`src/rtl/lsm_sequencer_pkg.sv`:
```
// Shared constants and state encoding for the load/store-multiple sequencer.
package lsm_sequencer_pkg;
  localparam int ADDR_W = 6;
  localparam int DATA_W = 16;
  localparam int NREG   = 8;

  typedef enum logic [2:0] {IDLE, STORE, LOAD, WB, DONE} state_t;
endpackage

```
`src/rtl/lsm_sequencer_lsb_find.sv`:
```
// Combinational lowest-set-bit finder: index of the lowest set mask bit.
module lsb_find #(
  parameter int NREG  = 8,
  parameter int IDX_W = $clog2(NREG)
) (
  input  logic [NREG-1:0]  mask,
  output logic [IDX_W-1:0] idx,
  output logic             vld
);
  // Scan high to low so the last hit is the lowest set bit.
  always_comb begin
    idx = '0;
    vld = 1'b0;
    for (int i = NREG-1; i >= 0; i--) begin
      if (mask[i]) begin
        idx = IDX_W'(i);
        vld = 1'b1;
      end
    end
  end
endmodule

```
`src/rtl/lsm_sequencer.sv`:
```
// Load/store-multiple sequencer: moves masked registers to/from consecutive memory words.
module lsm_sequencer #(
  parameter int ADDR_W = lsm_sequencer_pkg::ADDR_W,
  parameter int DATA_W = lsm_sequencer_pkg::DATA_W,
  parameter int NREG   = lsm_sequencer_pkg::NREG
) (
  input  logic                    clk,
  input  logic                    rst_n,
  input  logic                    start,
  input  logic                    is_store,
  input  logic [ADDR_W-1:0]       base_addr,
  input  logic [NREG-1:0]         reg_mask,
  output logic                    busy,
  output logic                    done,
  output logic [$clog2(NREG)-1:0] rf_rd_sel,
  input  logic [DATA_W-1:0]       rf_rd_data,
  output logic                    rf_wr_en,
  output logic [$clog2(NREG)-1:0] rf_wr_sel,
  output logic [DATA_W-1:0]       rf_wr_data,
  output logic [ADDR_W-1:0]       mem_address,
  output logic [DATA_W-1:0]       mem_in,
  output logic                    mem_write,
  output logic                    mem_read,
  input  logic [DATA_W-1:0]       mem_out
);
  import lsm_sequencer_pkg::*;

  localparam int SEL_W = $clog2(NREG);

  state_t            state, state_nxt;
  logic [NREG-1:0]   mask, mask_rest, mask_nxt;
  logic [ADDR_W-1:0] addr, addr_nxt;
  logic [SEL_W-1:0]  idx_cur, idx_nxt;
  logic              vld_cur, vld_nxt;
  logic              wr_en_q, mem_write_q, mem_read_q;

  // idx_cur: register served this cycle; idx_nxt: register served next cycle.
  lsb_find #(.NREG(NREG), .IDX_W(SEL_W)) u_cur (.mask(mask),     .idx(idx_cur), .vld(vld_cur));
  lsb_find #(.NREG(NREG), .IDX_W(SEL_W)) u_nxt (.mask(mask_nxt), .idx(idx_nxt), .vld(vld_nxt));

  assign mask_rest = vld_cur ? (mask & ~(NREG'(1) << idx_cur)) : mask;

  always_comb begin
    state_nxt = state;
    mask_nxt  = mask;
    addr_nxt  = addr;
    case (state)
      IDLE: if (start) begin
        mask_nxt = reg_mask;
        addr_nxt = base_addr;
        if (reg_mask == '0)  state_nxt = DONE;
        else if (is_store)   state_nxt = STORE;
        else                 state_nxt = LOAD;
      end
      STORE: begin
        mask_nxt  = mask_rest;
        addr_nxt  = addr + ADDR_W'(1);
        state_nxt = (|mask_rest) ? STORE : DONE;
      end
      LOAD: state_nxt = WB;
      WB: begin
        mask_nxt  = mask_rest;
        addr_nxt  = addr + ADDR_W'(1);
        state_nxt = (|mask_rest) ? LOAD : DONE;
      end
      DONE:    state_nxt = IDLE;
      default: state_nxt = IDLE;
    endcase
  end

  // Outputs are registered from the next-state decode so they align with the state they describe.
  always_ff @(posedge clk) begin
    if (!rst_n) begin
      state       <= IDLE;
      mask        <= '0;
      addr        <= '0;
      busy        <= 1'b0;
      done        <= 1'b0;
      wr_en_q     <= 1'b0;
      mem_write_q <= 1'b1;
      mem_read_q  <= 1'b1;
      mem_address <= '0;
      rf_rd_sel   <= '0;
      rf_wr_sel   <= '0;
      rf_wr_data  <= '0;
    end else begin
      state       <= state_nxt;
      mask        <= mask_nxt;
      addr        <= addr_nxt;
      busy        <= (state_nxt != IDLE);
      done        <= (state_nxt == DONE);
      wr_en_q     <= (state_nxt == WB);
      mem_write_q <= (state_nxt != STORE);
      mem_read_q  <= (state_nxt != LOAD);
      mem_address <= (state_nxt == STORE || state_nxt == LOAD) ? addr_nxt : '0;
      rf_rd_sel   <= (state_nxt == STORE && vld_nxt) ? idx_nxt : '0;
      rf_wr_sel   <= (state_nxt == WB) ? idx_nxt : '0;
      rf_wr_data  <= (state_nxt == WB) ? mem_out : '0;
    end
  end

  // Reset low squashes side effects within the same cycle, before the flops clear.
  assign rf_wr_en  = wr_en_q & rst_n;
  assign mem_write = mem_write_q | ~rst_n;
  assign mem_read  = mem_read_q | ~rst_n;
  assign mem_in    = (state == STORE && rst_n) ? rf_rd_data : '0;
endmodule

```
`config.mk`:
```
export PLATFORM = sky130hd
export DESIGN_NAME = lsm_sequencer
export DESIGN_NICKNAME = d
export VERILOG_FILES = /design/src/rtl/lsm_sequencer_pkg.sv /design/src/rtl/lsm_sequencer_lsb_find.sv /design/src/rtl/lsm_sequencer.sv
export SDC_FILE = /design/constraint.sdc
export NUM_CORES = 1
export LEC_CHECK = 0
export CAP_MARGIN = 20
export CORE_MARGIN = 10
export CORE_UTILIZATION = 39
export CTS_BUF_LIST = sky130_fd_sc_hd__clkbuf_4
export CTS_CLUSTER_SIZE = 14
export DETAILED_ROUTE_END_ITERATION = 16
export HOLD_SLACK_MARGIN = 0.12
export PLACE_DENSITY = 0.78
export SLEW_MARGIN = 20
export SYNTH_ARGS = -nofsm -noshare
export SYNTH_HDL_FRONTEND = slang
export SYNTH_HIERARCHICAL = 1
export SYNTH_SLANG_ARGS = --single-unit
```
`constraint.sdc`:
```
create_clock -name clk -period 2.05 [get_ports clk]
set_clock_uncertainty 0.1 [all_clocks]
set_input_delay 0.3075 -clock clk [delete_from_list [all_inputs] [get_ports clk]]
set_output_delay 0.3075 -clock clk [all_outputs]
set_load 0.03 [all_outputs]
```
==> summary.txt <==
Outcome
  – Status: complete, but fails checks
  – Violated checks: setup timing

Critical path
  – Reg-to-reg startpoint: mask[2]$_SDFF_PN0_
  – Critical path data arrival time: around 2700 ps
  – Crit path capture type: flip-flop
  – Crit Path Max Fanout: 4
  – Worst Path Required: ~2200 ps
  – Worst setup path end: rf_wr_sel[2]$_SDFF_PN0_
  – CP Launch Type: flip-flop
  – Worst setup path start: mask[2]$_SDFF_PN0_
  – RR Endpoint: rf_wr_sel[2]$_SDFF_PN0_
  – FF-to-FF setup slack: -490 ps
  – FF-to-FF path depth: 12
  – Crit path kind: flip-flop to flip-flop

Clock network
  – CTS H-Tree Depth: 2
  – Number of clock buffers inserted by TritonCTS: 5
  – TritonCTS clock tree: built
  – CTS max path bufs: 2
  – Clock Sinks: 50
  – Root buffer cell: clkbuf_4
  – Worst skew pair latency: 370 ps
  – Hold Buf Count CTS: 0
  – Worst-path clk slew: 150 ps

Yosys
  – Post-Syn Nets: about 300
  – Asr flop ratio synth: 0%
  – Top post-synthesis cells by area: dfxtp_1, and2_1, nand2_1
  – Synthesized area per cell: 8.75 sq um
  – Mapped Cells: 258
  – Seq/Total Area, Yosys: between 40% and 50%
  – Yosys warns: 6
  – Yosys cell types: 44
  – Synth Flop Type: dfxtp_1
  – Commonest cells in the netlist: dfxtp_1, and2_1, nand2_1, nor2_1, a21oi_1
  – Flops & latches, synth: 50
  – Largest area contributor in the netlist: dfxtp_1
  – Synth top area share: 44.3%
  – Mapped Area: approximately 2300 sq um
  – EDFF count, synth: 0
  – Most frequent cell after synthesis: dfxtp_1

Global route
  – Initial antenna violation count: 0
  – Number of global-route vias before repair: approximately 2400
  – First-pass GRT wire length: ~12 mm
  – GRT Util Overall: between 10% and 20%
  – Gr ovfl total: 0
  – Largest net degree at the start of global routing: 22

Power
  – Share of power burned in registers: between 30% and 40%
  – Clock power share: around an eighth
  – Psw: between 0.0015 and 0.002 W
  – Power per cell area: just over 900 nW/um^2
  – VDD IR max: ~560 uV
  – Logic pwr share: 56.2%
  – Int Power: between 0.002 and 0.0025 W
  – Net Sw Frac: approximately two fifths
  – Lkg Pwr: about 1.7 nW

Floorplanning
  – Die height: 96.1 microns
  – DIE AREA: between 9000 and 10000 sq um
  – # IOs: 99
  – Die X: ~96 microns
  – Area of the core: around 5600 sq um
  – Starting density of the core: roughly 40%
  – Std-Cell Rows: 27

Job
  – Max Cap Viol: 0

STA
  – Final Max Slew Viols: 0
  – Slew headroom: between 70% and 80%
  – Hold Vio Cnt, Final: 0
  – Worst hold slack: about 370 ps
  – Worst slew pin tran: about 410 ps
  – Crit path time final: 2540 ps
  – Final setup vio count: 21
  – Fmax: roughly 400 MHz
  – Final period utilization: 124%
  – RSZ-0062 raised after global routing: true
  – Final setup TNS: -6740 ps
  – PnR worst setup slack: -488 ps

Cells and area
  – Fraction of layout cells with a size suffix above 1: between 30% and 40%
  – Layout Nets: between 400 and 500
  – Post-Layout Inst Area: between 4000 and 5000 sq um
  – Antenna fix cells: 0
  – Fill count: 378
  – Synth-to-Final Area Change: 82.8%
  – Layout Utilization: 74.0%

Placed design
  – RD Place Congestion: between 0.8 and 0.9
  – Placed cell areas: 3600 sq um
  – IO buf count: just under 100
  – DP Wirelength: 5.82 mm

Routing
  – Vias per inst: 5.20
  – Antenna Violating Nets Remaining: 0
  – Iter 0 DRT Violations: 171
  – Routed WL: between 8 and 9 mm
  – WL per Instance: 17.2 microns
  – First drt pass iteration count: 4
  – Remaining DRCs: 0
  – Via count: about 2500

Min path
  – Startpoint of the worst hold path: mem_out[14]
  – HP Class: input port to flip-flop
==> power by group through the flow <==
| stage | logic [W] | clock network (W) | registers [W] |
|---|---|---|---|
| floorplan | 0.000855 | 0 | 0.00134 |
| global placement | 0.00162 | 0 | 0.00122 |
| detailed placement | 0.00165 | 0 | 0.00122 |
| CTS | 0.00183 | 0.000479 | 0.00120 |
| global route | 0.00228 | 0.000533 | 0.00124 |
| finish | 0.00216 | 0.000470 | 0.00121 |
==> kinds of logic (layout without fill, tap and decap cells) <==
group	Yosys count	in the layout	share of synthesized area [%]
simple gates	132	132	33.9
compound gates	56	56	16.1
flops	50	50	44.3
buf+inv	13	172	2.49
mux	6	6	2.66
fa+ha+maj	1	1	0.554
==> cell usage in the layout, fill, tap and decap left out, types with 4 or more instances in the layout <==
cell	count
a21oi_1	12
a21oi_2	4
and2_1	37
and2_4	12
buf_4	61
buf_6	18
clkbuf_4	5
clkdlybuf4s50_1	78
dfxtp_1	41
dfxtp_2	4
dfxtp_4	5
mux2i_1	6
nand2_1	22
nand2_2	4
nand2b_1	4
nor2_1	18
nor2b_1	6
nor2b_4	4
nor4_4	5
o21ai_0	5
o21ai_1	9
==> sequential cells by signal (all words and copies together) (netlist names) <==
| signal | cells |
|---|---|
| addr | 6 |
| busy | 1 |
| done | 1 |
| mask | 8 |
| mem_address | 6 |
| mem_read_q | 1 |
| mem_write_q | 1 |
| rf_rd_sel | 3 |
| rf_wr_data | 16 |
| rf_wr_sel | 3 |
| state | 3 |
| wr_en_q | 1 |
==> worst max-delay path: stages (launching register included) <==
cell      delay (ps)
dfxtp_4          400
buf_6            120
nor2_1            50
a211oi_2         340
and3b_2          280
a21oi_1           90
o21ai_2          180
nand2_2           80
buf_4            150
nor4_4           320
buf_4            180
nor2b_4           40
and2_1           130
==> metrics by stage <==
stage | setup slack (ps) | std cells | power (W)
finish | -488 | 489 | 0.00385
global route | -548 | 489 | 0.00405
CTS | -320 | 479 | 0.00351
detailed placement | -335 | 461 | 0.00287
global placement | -364 | 461 | 0.00284
floorplan | -113 | 258 | 0.00219
==> layout make-up <==
| type | count | area, sq um | area share [%] |
|---|---|---|---|
| sequential | 50 | 1020 | 24.8 |
| clock buffer | 5 | 37.5 | 0.910 |
| inverter | 5 | 21.3 | 0.515 |
| tap | 72 | 90.1 | 2.18 |
| timing repair buffer | 159 | 1470 | 35.6 |
| clock inverter | 3 | 25.0 | 0.606 |
| multi-input combinational | 195 | 1460 | 35.3 |
==> how the worst min path moves through the flow <==
stage | to | slack (ps) | depth (start not counted)
after global placement | addr[1]$_SDFF_PN0_ | 500 | 3
final | rf_wr_data[14]$_SDFF_PN0_ | 370 | 2
after floorplan | rf_wr_data[0]$_SDFF_PN0_ | 330 | 1
after CTS | mem_read_q$_SDFF_PN1_ | 290 | 4
after global routing | rf_wr_data[5]$_SDFF_PN0_ | 330 | 2
after detailed placement | addr[1]$_SDFF_PN0_ | 510 | 3
==> metal layers <==
metal	routed length, microns	track usage [%]
met3	799	6.23
met5	0	0
met1	3000	16.9
met4	297	4.42
met2	4290	28.4
==> repair_timing <==
action                                  CTS  global route
endpoints found under the setup margin   35            39
cloned                                    1             0
gates resized for setup                  46            53
setup buffers                             9            12
pin swaps                                17            24
No activity file was read; power rests on OpenSTA's default activity.
==> RTL edit 1, RTL diff (same settings) <==
Register the inputs `start`, `is_store`, `base_addr`, `reg_mask`, `rf_rd_data` and `mem_out` before use, cleared by the reset. The logic sees them one clock later.
--- a/src/rtl/lsm_sequencer.sv
+++ b/src/rtl/lsm_sequencer.sv
@@ -27,6 +27,31 @@
 
   localparam int SEL_W = $clog2(NREG);
 
+  logic start_q;
+  logic is_store_q;
+  logic [ADDR_W-1:0] base_addr_q;
+  logic [NREG-1:0] reg_mask_q;
+  logic [DATA_W-1:0] rf_rd_data_q;
+  logic [DATA_W-1:0] mem_out_q;
+
+  always_ff @(posedge clk) begin
+    if (!rst_n) begin
+      start_q      <= '0;
+      is_store_q   <= '0;
+      base_addr_q  <= '0;
+      reg_mask_q   <= '0;
+      rf_rd_data_q <= '0;
+      mem_out_q    <= '0;
+    end else begin
+      start_q      <= start;
+      is_store_q   <= is_store;
+      base_addr_q  <= base_addr;
+      reg_mask_q   <= reg_mask;
+      rf_rd_data_q <= rf_rd_data;
+      mem_out_q    <= mem_out;
+    end
+  end
+
   state_t            state, state_nxt;
   logic [NREG-1:0]   mask, mask_rest, mask_nxt;
   logic [ADDR_W-1:0] addr, addr_nxt;
@@ -45,11 +70,11 @@
     mask_nxt  = mask;
     addr_nxt  = addr;
     case (state)
-      IDLE: if (start) begin
-        mask_nxt = reg_mask;
-        addr_nxt = base_addr;
-        if (reg_mask == '0)  state_nxt = DONE;
-        else if (is_store)   state_nxt = STORE;
+      IDLE: if (start_q) begin
+        mask_nxt = reg_mask_q;
+        addr_nxt = base_addr_q;
+        if (reg_mask_q == '0)  state_nxt = DONE;
+        else if (is_store_q)   state_nxt = STORE;
         else                 state_nxt = LOAD;
       end
       STORE: begin
@@ -95,7 +120,7 @@
       mem_address <= (state_nxt == STORE || state_nxt == LOAD) ? addr_nxt : '0;
       rf_rd_sel   <= (state_nxt == STORE && vld_nxt) ? idx_nxt : '0;
       rf_wr_sel   <= (state_nxt == WB) ? idx_nxt : '0;
-      rf_wr_data  <= (state_nxt == WB) ? mem_out : '0;
+      rf_wr_data  <= (state_nxt == WB) ? mem_out_q : '0;
     end
   end
 
@@ -103,6 +128,6 @@
   assign rf_wr_en  = wr_en_q & rst_n;
   assign mem_write = mem_write_q | ~rst_n;
   assign mem_read  = mem_read_q | ~rst_n;
-  assign mem_in    = (state == STORE && rst_n) ? rf_rd_data : '0;
+  assign mem_in    = (state == STORE && rst_n) ? rf_rd_data_q : '0;
 endmodule
 
Function: changed (a bounded check fails within 4 cycles, from zero or initial values and one cycle with rst_n low).
==> RTL edit 1 against the original RTL <==
Sequential power is 69% higher; worst setup slack worse by 0.016 ns; area after synthesis is 62% higher; critical path depth is 1 higher; sequential cell count is 48 higher; largest power group is now sequential cells; critical endpoint is now rf_rd_sel[1]$_SDFF_PN0_; final cell count is 35% higher; final area is 41% higher; synthesized cell count is 50% higher; critical path type unchanged; global-route usage is 0.43 points lower; total power is 4.8% higher; routed wire length is 27% higher; hold slack worse by 0.042 ns; the flow still finishes with violations (setup timing).
==> RTL edit 1: results (changes against the original RTL) <==
| Metric | Value |
|---|---|
| Worst-Margin Slew | 0.559 ns (+0.150 ns) |
| # fillers | 728 (+93%) |
| Total nets after synthesis | 437 (+41%) |
| CP endpoint | rf_rd_sel[1]$_SDFF_PN0_ |
| Failing checks | setup timing |
| Crit Path Max Fanout | 4 (unchanged) |
| Synth cell types | 40 (-9.1%) |
| Number of global-route vias before repair | 3450 (+42%) |
| Initial antenna violation count | 0 (unchanged) |
| Ys flop type | dfxtp_1 |
| Final #Nets | 595 (+27%) |
| Area post-placement | 5050 µm² (+40%) |
| CTS Buf Count | 9 (+4) |
| TNS Setup | -9.74 ns (-3.00 ns) |
| Clk root buf | clkbuf_4 |
| Pre-Repair DR Iteration Count | 4 (unchanged) |
| Setup WS post-layout | -0.505 ns (-0.0165 ns) |
| Top flop regs | mem_out_q x16, rf_rd_data_q x16, rf_wr_data x16 |
| Clk buf depth | 2 (unchanged) |
| Routed wire per std cell | 16.1 µm (-6.3%) |
| R2R depth | 13 (+1) |
| Register Area | 1980 µm² (+93%) |
| Post-synthesis sequential area ratio | 0.536 (+0.0922) |
| Peak supply drop | 0.404 mV (-28%) |
| Via count | 3343 (+31%) |
| CP Launch Point | mask[6]$_SDFF_PN0_ |
| Setup violations, final | 36 (+71%) |
| Commonest cells post-synth | dfxtp_1 (98), and2_1 (74), nor2_1 (28) |
| Yosys warnings | 6 (unchanged) |
| Hold wc startpoint | base_addr[3] |
| Pin count of the biggest net entering global routing | 40 (+82%) |
| Initial DRC count | 266 (+56%) |
| Layout cells sized above 1 | 0.328 (-0.0390) |
| Min-delay worst type | in2reg |
| Detail Placement HPWL | 7380 µm (+27%) |
| Clock edge transition at the registers on the reported setup and hold paths | 0.17 ns (+0.02 ns) |
| Min-Delay Path Depth | 2 (unchanged) |
| Outcome | finished, violations left |
| Clk_lat worst skew | 0.44 ns (+0.07 ns) |
| Synth async-reset ratio | 0 (unchanged) |
| Crit path DAT | 2.82 ns (+0.10 ns) |
| Gp weighted congestion | 0.870 (+0.50%) |
| IO buf count | 98 (unchanged) |
| First-pass GRT wire length | 16700 µm (+42%) |
| Lkg Pwr | 2.42 nW (+40%) |
| GRT Util Overall | 0.154 (-0.00426) |
| CTS H-tree depth | 3 (+1) |
| Top cells by area, synth | dfxtp_1 (54%), and2_1 (13%), and3_1 (3.4%) |
RTL edit 1: cell count changes after synthesis, sizes merged, moves of 7 or more:
cell    change
a22oi       +7
a31oi       +7
and2       +26
and3       +17
clkbuf     +11
dfxtp      +48
nand2      -12
nor2        +7
o21ai      +10
RTL edit 1: cells by family (layout without fill, tap and decap cells):
group,after synthesis,count (layout),synth area share
AND/OR/NAND/NOR,177,177,0.282
flip-flops,98,98,0.536
AO/OA/AOI/OAI,74,74,0.124
buffers and inverters,29,192,0.0359
multiplexers,7,7,0.0191
adder cells (fa/ha/maj),1,1,0.00342
other,0,1,0
RTL edit 1: routing by layer:
metal / track usage / wire length (µm) / vias up
met5: 0 / 0 / -
met4: 0.0618 / 201 / 0
met3: 0.0535 / 888 / 15
met2: 0.273 / 5560 / 119
met1: 0.165 / 3980 / 1571
li1: - / - / 1638
RTL edit 1: worst min path at each step:
stage,to,slack [ns]
final,base_addr_q[3]$_SDFF_PN0_,0.33
after global routing,mem_out_q[7]$_SDFF_PN0_,0.29
after CTS,mem_out_q[14]$_SDFF_PN0_,0.30
after detailed placement,rf_wr_data[12]$_SDFF_PN0_,0.34
after global placement,rf_wr_data[5]$_SDFF_PN0_,0.33
after floorplan,rf_wr_data[0]$_SDFF_PN0_,0.33
RTL edit 1: report_power, final:
group / leakage, nW / internal, mW / switching (mW)
registers: 0.811 / 2.00 / 0.0534
clock network: 0.0751 / 0.401 / 0.670
logic: 1.54 / 0.473 / 0.439
total: 2.42 / 2.87 / 1.16
RTL edit 1: area by class of cell:
type                            instances  share of cell area
Clock buffer                           10              0.0129
Multi-Input combinational cell        259               0.328
Tap cell                              111              0.0238
Timing Repair Buffer                  168               0.276
Inverter                                8             0.00515
Sequential cell                        98               0.340
Antenna cell                            1            0.000430
Clock inverter                          6              0.0127
RTL edit 1: per-stage QoR:
step           setup slack, ns  cells  hold slack (ns)
3_5_place_dp            -0.565    620            0.335
6_report                -0.505    661            0.327
4_1_cts                 -0.402    652            0.304
3_3_place_gp            -0.512    620            0.332
2_1_floorplan           -0.208    386            0.329
5_1_grt                 -0.632    660            0.289
RTL edit 1: what timing repair did:
item	4_1_cts	5_1_grt
buffers inserted	14	10
pin swaps	21	24
endpoints found under the setup margin	37	38
cloned	2	0
resized for setup	87	39
RTL edit 1: critical path, stage by stage (launching register included):
cell and delay [ns]:
dfxtp_2 0.37, buf_6 0.12, nor4_4 0.23, buf_4 0.17, nor2b_4 0.04, buf_4 0.13, buf_4 0.13, mux2i_4 0.18
a31oi_4 0.19, nor4_4 0.08, buf_4 0.15, o21a_1 0.20, buf_6 0.14, nor4_4 0.26
==> RTL edit 2, RTL diff (same settings) <==
Made on the original files. `NREG` is set to 8 in 2 places; all go to 32.
--- a/src/rtl/lsm_sequencer_pkg.sv
+++ b/src/rtl/lsm_sequencer_pkg.sv
@@ -2,7 +2,7 @@
 package lsm_sequencer_pkg;
   localparam int ADDR_W = 6;
   localparam int DATA_W = 16;
-  localparam int NREG   = 8;
+  localparam int NREG   = 32;
 
   typedef enum logic [2:0] {IDLE, STORE, LOAD, WB, DONE} state_t;
 endpackage
--- a/src/rtl/lsm_sequencer_lsb_find.sv
+++ b/src/rtl/lsm_sequencer_lsb_find.sv
@@ -1,6 +1,6 @@
 // Combinational lowest-set-bit finder: index of the lowest set mask bit.
 module lsb_find #(
-  parameter int NREG  = 8,
+  parameter int NREG  = 32,
   parameter int IDX_W = $clog2(NREG)
 ) (
   input  logic [NREG-1:0]  mask,
Interface: changed (resized reg_mask, rf_rd_sel and rf_wr_sel); port bits go from 99 to 127. The function was not compared with the original's and may differ.
==> RTL edit 2 against the original RTL <==
The flow still finishes with violations (setup timing); critical path depth up 5; total power grew to 3.4 times the old value; routed wire length increased to 3.2 times the old value; die area is 76% higher; sequential share of layout area decreased by 7.5 points; area after synthesis up 100%; via count grew to 2.6 times the old value; final area grew 120%; combinational power grew to 4.6 times the old value; worst setup slack lost 1.5 ns; sequential cell count grew 28; hold slack worse by 0.11 ns; critical path type unchanged; highest routed layer unchanged.
==> RTL edit 2: results (changes against the original RTL) <==
| Metric | Value |
|---|---|
| Outcome | finished, violations left |
| Failing checks | setup timing |
| Area post-placement | 7470 µm² (+110%) |
| Crit Path Max Fanout | 6 (+2) |
| Gp weighted congestion | 0.950 (+9.8%) |
| IO buf count | 126 (+29%) |
| CTS Buf Count | 9 (+4) |
| Finished Layout Cells | 1080 (+120%) |
| First-pass GRT wire length | 36300 µm (+210%) |
| Mean number of vias per cell | 6.19 (+19%) |
| Post-synthesis sequential area ratio | 0.346 (-0.0978) |
| Slew headroom | 0.636 (-0.0897) |
| Final #Nets | 1006 (+120%) |
| Pre-CTS setup slack | -2.06 ns (-1.73 ns) |
| Pin count of the biggest net entering global routing | 24 (+9.1%) |
| # fillers | 664 (+76%) |
| Initial DRC count | 820 (+380%) |
| Min Hold Slack | 0.258 ns (-0.111 ns) |
| GRT Util Overall | 0.279 (+0.120) |
| Commonest cells post-synth | dfxtp_1 (78), and2_1 (69), nor2_1 (56) |
| Pre-Repair DR Iteration Count | 6 (+2) |
| Area of the multi-input gates | 3860 µm² (+160%) |
| Synth cell types | 58 (+32%) |
| Lkg Pwr | 3.86 nW (+120%) |
| Setup WS post-layout | -2.00 ns (-1.51 ns) |
| Setup violations, final | 70 (+230%) |
| Reg-to-Reg End | rf_rd_sel[0]$_SDFF_PN0_ |
| Met3 routed WL | 2220 µm (+180%) |
| Routed wl met2 | 12700 µm (+190%) |
| CP max stage delay | 0.57 ns (+0.17 ns) |
| Syn Area/Cell | 7.75 µm² (-11%) |
| Routed WL | 26500 µm (+220%) |
| Global route overflow | 0 (unchanged) |
| Worst r2r src | mask[13]$_SDFF_PN0_ |
| Total nets after synthesis | 658 (+110%) |
| R2R depth | 17 (+5) |
| CP max-delay cell | or4b_4 |
| Hold EP | rf_wr_data[0]$_SDFF_PN0_ |
| Count of state elements after synthesis | 78 (+56%) |
| Number of global-route vias before repair | 6356 (+160%) |
| TNS Setup | -72.66 ns (-65.92 ns) |
| Detail Placement HPWL | 16800 µm (+190%) |
| Initial antenna violation count | 1 (+1) |
| CTS H-tree depth | 3 (+1) |
| Top cells by area, synth | dfxtp_1 (35%), and2_1 (9.6%), o21ai_0 (5.9%) |
| Layout cells sized above 1 | 0.518 (+0.151) |
| Peak supply drop | 1.11 mV (+100%) |
| Clk_lat worst skew | 0.48 ns (+0.11 ns) |
## RTL edit 2: cell types whose count changed in the layout (fill, tap and decap cells not counted), sizes merged, moves of 16 or more
cell and delta:
a22o +16, and2 +20, buf +179, clkdlybuf4s50 +29
dfxtp +28, inv +16, nand2 +21, nor2 +35
nor3 +30, o21ai +39
## RTL edit 2: logic make-up (layout without fill, tap and decap cells)
group | count (synthesis) | after routing | share of synthesized area
and+or+nand+nor | 289 | 290 | 0.352
DFF | 78 | 78 | 0.346
AOI/OAI and AO/OA | 156 | 156 | 0.235
buffers and inverters | 50 | 402 | 0.0435
adders and majority gates | 1 | 1 | 0.00277
other | 0 | 1 | 0
muxes | 9 | 9 | 0.0208
## RTL edit 2: timing repair
item / in CTS / in global routing
setup buffers: 31 / 25
cloned: 3 / 0
endpoints found under the setup margin: 70 / 76
pin swaps: 73 / 61
resized for setup: 183 / 114
## RTL edit 2: area by class of cell
cell class | instances | share of cell area
clock inverters | 6 | 0.0100
clock buffers | 10 | 0.00813
multi-input cells | 456 | 0.417
diodes | 1 | 0.000271
inverters | 20 | 0.00867
flip-flops and latches | 78 | 0.174
well taps | 143 | 0.0194
repair buffers | 366 | 0.363
## RTL edit 2: report_power, final
part | internal [mW] | leakage (nW) | switching, mW
sequential | 1.78 | 0.647 | 0.270
clock | 0.516 | 0.0836 | 0.650
combinational | 4.90 | 3.13 | 5.05
total | 7.20 | 3.86 | 5.97
## RTL edit 2: worst max-delay path by stage
| stage | slack (ns) | depth (start not counted) | startpoint | endpoint |
|---|---|---|---|---|
| floorplan | -1.57 | 11 | mask[22]$_SDFF_PN0_ | mem_read_q$_SDFF_PN1_ |
| global placement | -2.09 | 13 | mask[11]$_SDFF_PN0_ | mem_read_q$_SDFF_PN1_ |
| detailed placement | -2.06 | 13 | mask[11]$_SDFF_PN0_ | mem_read_q$_SDFF_PN1_ |
| CTS | -1.74 | 15 | mask[28]$_SDFF_PN0_ | mem_read_q$_SDFF_PN1_ |
| global route | -2.11 | 19 | mask[11]$_SDFF_PN0_ | rf_rd_sel[0]$_SDFF_PN0_ |
| finish | -2.00 | 17 | mask[13]$_SDFF_PN0_ | rf_rd_sel[0]$_SDFF_PN0_ |
## RTL edit 2: critical path, delay by kind of cell (launching register included)
family	cells	cell delay (ns)
AOI/OAI and AO/OA	8	1.65
and+or+nand+nor	6	1.39
buffers and inverters	3	0.43
DFF	1	0.40
## RTL edit 2: per-layer routing
| layer | track usage | vias to the layer above |
|---|---|---|
| met4 | 0.129 | 0 |
| met5 | 0 | - |
| met3 | 0.0554 | 160 |
| met2 | 0.462 | 452 |
| met1 | 0.340 | 3230 |
| li1 | - | 2845 |
